<file path="src/rtl/pipe_ctrl.sv">
// Hold/flush scheduler for the pc_reg -> if_id -> id_ex -> ex pipeline, plus
// external-master bus arbitration and a free-running stall-cycle counter.
module pipe_ctrl #(
    parameter int JUMP_FLUSH_CYCLES = 1,
    parameter int DRAIN_CYCLES      = 2
) (
    input  logic        clk,
    input  logic        rst,
    input  logic        jump_flag_i,
    input  logic [31:0] jump_addr_i,
    input  logic        hold_ex_i,
    input  logic        hold_clint_i,
    input  logic        ex_load_i,
    input  logic [4:0]  ex_rd_i,
    input  logic [4:0]  id_rs1_i,
    input  logic [4:0]  id_rs2_i,
    input  logic        id_rs1_used_i,
    input  logic        id_rs2_used_i,
    input  logic        bus_req_i,
    input  logic        cnt_clr_i,
    output logic [2:0]  hold_flag_o,
    output logic        jump_flag_o,
    output logic [31:0] jump_addr_o,
    output logic        bus_gnt_o,
    output logic [31:0] stall_cnt_o
);

    localparam logic [2:0] HOLD_NONE = 3'd0;
    localparam logic [2:0] HOLD_PC   = 3'd1;
    localparam logic [2:0] HOLD_ID   = 3'd3;

    localparam logic [1:0] ST_RUN    = 2'd0;
    localparam logic [1:0] ST_JFLUSH = 2'd1;
    localparam logic [1:0] ST_DRAIN  = 2'd2;
    localparam logic [1:0] ST_OWN    = 2'd3;

    localparam logic [2:0] JF_LOAD = 3'(JUMP_FLUSH_CYCLES);
    localparam logic [2:0] DR_LOAD = 3'(DRAIN_CYCLES);

    logic [1:0]  state_reg, state_next;
    logic [2:0]  cnt_reg, cnt_next;
    logic [31:0] stall_cnt_reg;
    logic        load_use;
    logic        hold_id_req;
    logic        hold_pc_req;

    assign jump_flag_o = jump_flag_i;
    assign jump_addr_o = jump_addr_i;

    assign load_use = ex_load_i && (ex_rd_i != 5'd0) &&
                      ((id_rs1_used_i && (id_rs1_i == ex_rd_i)) ||
                       (id_rs2_used_i && (id_rs2_i == ex_rd_i)));

    assign hold_id_req = jump_flag_i || (state_reg == ST_JFLUSH) || hold_ex_i ||
                         hold_clint_i || load_use;
    assign hold_pc_req = (state_reg == ST_DRAIN) || (state_reg == ST_OWN);

    // Hold codes are ordered by severity, so the highest active request wins.
    assign hold_flag_o = hold_id_req ? HOLD_ID : (hold_pc_req ? HOLD_PC : HOLD_NONE);

    assign bus_gnt_o   = (state_reg == ST_OWN);
    assign stall_cnt_o = stall_cnt_reg;

    always_comb begin
        state_next = state_reg;
        cnt_next   = cnt_reg;
        case (state_reg)
            ST_RUN: begin
                if (jump_flag_i) begin
                    if (JF_LOAD != 3'd0) begin
                        state_next = ST_JFLUSH;
                        cnt_next   = JF_LOAD;
                    end
                end else if (bus_req_i && !hold_ex_i) begin
                    state_next = ST_DRAIN;
                    cnt_next   = DR_LOAD;
                end
            end
            ST_JFLUSH: begin
                if (jump_flag_i) begin
                    cnt_next = JF_LOAD;
                end else if (cnt_reg == 3'd1) begin
                    state_next = ST_RUN;
                    cnt_next   = 3'd0;
                end else begin
                    cnt_next = cnt_reg - 3'd1;
                end
            end
            ST_DRAIN: begin
                if (!bus_req_i) begin
                    // Request withdrawn: a jump seen in the same cycle still gets its flush window.
                    if (jump_flag_i && (JF_LOAD != 3'd0)) begin
                        state_next = ST_JFLUSH;
                        cnt_next   = JF_LOAD;
                    end else begin
                        state_next = ST_RUN;
                        cnt_next   = 3'd0;
                    end
                end else if (jump_flag_i) begin
                    cnt_next = DR_LOAD;
                end else if (cnt_reg == 3'd1) begin
                    state_next = ST_OWN;
                    cnt_next   = 3'd0;
                end else begin
                    cnt_next = cnt_reg - 3'd1;
                end
            end
            ST_OWN: begin
                if (!bus_req_i) begin
                    if (jump_flag_i && (JF_LOAD != 3'd0)) begin
                        state_next = ST_JFLUSH;
                        cnt_next   = JF_LOAD;
                    end else begin
                        state_next = ST_RUN;
                        cnt_next   = 3'd0;
                    end
                end
            end
            default: begin
                state_next = ST_RUN;
                cnt_next   = 3'd0;
            end
        endcase
    end

    always_ff @(posedge clk or negedge rst) begin
        if (!rst) begin
            state_reg     <= ST_RUN;
            cnt_reg       <= 3'd0;
            stall_cnt_reg <= 32'd0;
        end else begin
            state_reg <= state_next;
            cnt_reg   <= cnt_next;
            if (cnt_clr_i) begin
                stall_cnt_reg <= 32'd0;
            end else if (hold_flag_o != HOLD_NONE) begin
                stall_cnt_reg <= stall_cnt_reg + 32'd1;
            end
        end
    end

endmodule

</file>
<file path="config.mk">
export PLATFORM = sky130hd
export DESIGN_NAME = pipe_ctrl
export DESIGN_NICKNAME = d
export VERILOG_FILES = /design/src/rtl/pipe_ctrl.sv
export SDC_FILE = /design/constraint.sdc
export NUM_CORES = 1
export LEC_CHECK = 0
export CELL_PAD_IN_SITES_DETAIL_PLACEMENT = 0
export CELL_PAD_IN_SITES_GLOBAL_PLACEMENT = 1
export CORE_UTILIZATION = 30
export DETAILED_ROUTE_END_ITERATION = 10
export HOLD_SLACK_MARGIN = 0.03
export PLACE_DENSITY = 0.89
export SYNTH_ARGS = -nofsm -noshare
export SYNTH_HDL_FRONTEND = slang
export SYNTH_SLANG_ARGS = --single-unit
export TNS_END_PERCENT = 1
</file>
<file path="constraint.sdc">
create_clock -name clk -period 4.95 [get_ports clk]
set_input_delay 1.2375 -clock clk [delete_from_list [all_inputs] [get_ports clk]]
set_output_delay 1.2375 -clock clk [all_outputs]
set_load 0.02 [all_outputs]
</file>
==> results.py <==
metrics = {
    "cts": {
        "cts_hold_buffers": 0,
        "postCtsSetupBuffers": 0,
        "cts.htree.levels": 2,
        "ctsRootBufferMaster": "clkbuf_8",
        "insertion_delay_ps": 300,
        "cts_tree": "built",
        "cts_resized": 0,
        "cts_buffers": 5,
        "clk_pin_slew_ps": 70,
        "cts.sinks": 37,
        "cts_buffer_depth": 2,
    },
    "timing": {
        "hold_viol": 0,
        "post-route-min-period_ps": 4560,
        "setup_tns_ps": 0,
        "rsz0062_at_grt": "false",
        "maxSlewHeadroom_pct": 43.7,
        "slew_viol_final": 0,
        "setup-violations-final": 0,
        "tightest_slew_ps": 845,
        "fin_worst_skew_ps": 15.9,
        "fin_crit_sh_pct": 92.1,
        "fmax_mhz": 219,
    },
    "grt": {
        "gr-usage-met1_pct": 17.3,
        "grt_pass1_vias": 2001,
        "antenna_found_initial": 0,
        "grt_max_degree": 59,
        "met2_usage_pct": 22.8,
        "grt_pass1_wl_um": 9400,
        "use_met3_pct": 3.20,
        "grt_overflow": 0,
        "grt_usage_pct": 13.7,
        "top_usage_layer": "met2",
    },
    "worst_setup_path": {
        "cp.required_ps": 3710,
        "crit_path_end_kind": "primary output",
        "startpoint_type": "primary input",
        "crit_type": "in -> out",
        "worstPathMaxFanout": 3,
        "worstPathArrival_ps": 3320,
    },
    "route": {
        "drcViolationCount": 0,
        "via_per_inst": 5.21,
        "wl_per_cell_um": 13.5,
        "vias": 2174,
        "first_pass_iters": 4,
        "drt-total-wl_um": 5640,
        "antenna_left": 0,
        "drt_iter0_markers": 95,
    },
    "floorplan": {
        "dieHeight_um": 92.6,
        "core-area_um2": 7850,
        "initial_core_util_pct": 31.4,
        "die_area_um2": 8570,
        "io_pins": 126,
        "num_rows": 32,
        "die_w_um": 92.6,
    },
    "worst_hold_path": {
        "min_path_type": "reg -> reg",
    },
    "logic_synthesis": {
        "ys_seq_area_share_pct": 37.6,
        "synth_common_cells": "37 x dfrtp_1, 35 x buf_4, 32 x o21ai_0, 30 x a21oi_1, 26 x or3_1",
        "yosysTopAreaCell": "dfrtp_1",
        "synth-seq-cells": 37,
        "yosysMostFrequentCell": "dfrtp_1",
        "synthArstFlopShare_pct": 100,
        "synth_ff_type": "dfrtp_1",
        "syn_inst": 294,
        "synth_nets": 354,
        "yosysUniqueCellTypes": 41,
        "synthTopCellsByArea": "dfrtp_1 38%, buf_4 11%, or3_1 6.6%, o21ai_0 6.5%, a21oi_1 6.1%",
        "synth_top_area_share_pct": 37.6,
        "avgSynthCellArea_um2": 8.38,
        "yosys_warnings": 0,
        "synth-edff-count": 0,
        "synth_area_um2": 2460,
    },
    "layout": {
        "nNetsFinal": 374,
        "multi_input_area_um2": 1190,
        "regArea_um2": 926,
        "syn_to_final_growth_pct": 21.6,
        "largest_register_ffs": 32,
        "num_antenna_cells": 0,
        "n_fill_cell": 797,
        "drive_gt1_share_pct": 5.40,
    },
    "power": {
        "p_per_area_nw_per_um2": 260,
        "seq_power_share_pct": 44.2,
        "switching_share_pct": 28.4,
        "clkPwrFrac_pct": 35.4,
        "p_total_uw": 779,
        "p_switching_uw": 222,
        "intPower_uw": 557,
        "peakVddDrop_mv": 0.168,
        "p_leak_uw": 0.00110,
        "comb_power_share_pct": 20.4,
    },
    "placed_design": {
        "post-dp-hpwl_um": 4010,
        "place.gp.congestion": 0.814,
        "portBuffers": 60,
    },
    "job": {
        "max_cap_violations": 0,
    },
    "run_status": {
        "status": "complete, no violations",
    },
}
==> metal layers <==
metal	wire [um]	share of wire [%]
met4	83	1.5
met3	320	5.7
met1	2550	45
met5	0	0
met2	2690	48
==> critical path, stage by stage <==
cell	delay, ps
clkdlybuf4s50_1	470
or4_1	530
o21ai_0	310
o21ba_2	210
inv_1	40
clkdlybuf4s50_1	530
==> path summary, 6_finish.rpt <==
| path | cells past startpoint | slack, ps | startpoint | end |
|---|---|---|---|---|
| setup / recovery | 6 | 390 | ex_rd_i[1] | hold_flag_o[0] |
| hold / removal | 2 | 480 | cnt_reg[1] | cnt_reg[1] |
| setup reg to reg | 6 | 2750 | stall_cnt_o[0] | stall_cnt_o[24] |
| hold reg to reg | 2 | 480 | cnt_reg[1] | cnt_reg[1] |
| max in group asynchronous | 1 | 3370 | rst | stall_cnt_o[0] |
| min in group asynchronous | 1 | 1040 | rst | stall_cnt_o[20] |
==> kinds of logic (layout without fill, tap and decap cells) <==
kind of cell	after synthesis	in the layout	share of synthesized area, %
fa+ha+maj	3	3	1.52
mux	2	2	0.864
other cells	1	1	0.152
compound gates	76	76	17.2
flops	37	37	37.6
xor+xnor	12	12	4.27
buf+inv	54	75	14.0
simple gates	109	109	24.4
==> per-stage QoR <==
step | hold WS [ps] | std cells | instance area [um^2] | setup slack (ps) | utilization (%)
finish | 485 | 417 | 3000 | 392 | 38.2
global route | 524 | 417 | 3000 | 282 | 38.2
CTS | 488 | 417 | 3000 | 382 | 38.2
detailed placement | 471 | 409 | 2880 | 384 | 36.6
global placement | 466 | 409 | 2880 | 410 | 36.6
floorplan | 450 | 294 | 2460 | 1070 | -
==> layout by cell type, fill, tap and decap left out, types with 5 or more instances in the layout <==
cell / instances
o21ai_0: 32
a21oi_1: 30
xor2_1: 9
nand2_1: 16
inv_1: 5
or3_1: 26
and3_1: 6
clkbuf_8: 6
o31ai_1: 5
dfrtp_1: 37
nor2_1: 14
clkdlybuf4s50_1: 59
nand3_1: 14
nand4_1: 10
==> area by class of cell <==
| cell class | instances | share of cell area, % |
|---|---|---|
| Tap cell | 102 | 4.26 |
| Clock buffer | 6 | 2.76 |
| Clock inverter | 2 | 1.25 |
| Inverter | 5 | 0.627 |
| Sequential cell | 37 | 30.9 |
| Multi-Input combinational cell | 203 | 39.8 |
| Timing Repair Buffer | 62 | 20.4 |
==> power groups by stage <==
stage	logic, uW	clock network, uW	registers (uW)
2_1_floorplan	147	0	340
6_report	159	276	344
3_3_place_gp	156	0	349
5_1_grt	178	294	348
3_5_place_dp	160	0	350
4_1_cts	161	283	344
No activity file was read; power rests on OpenSTA's default activity.
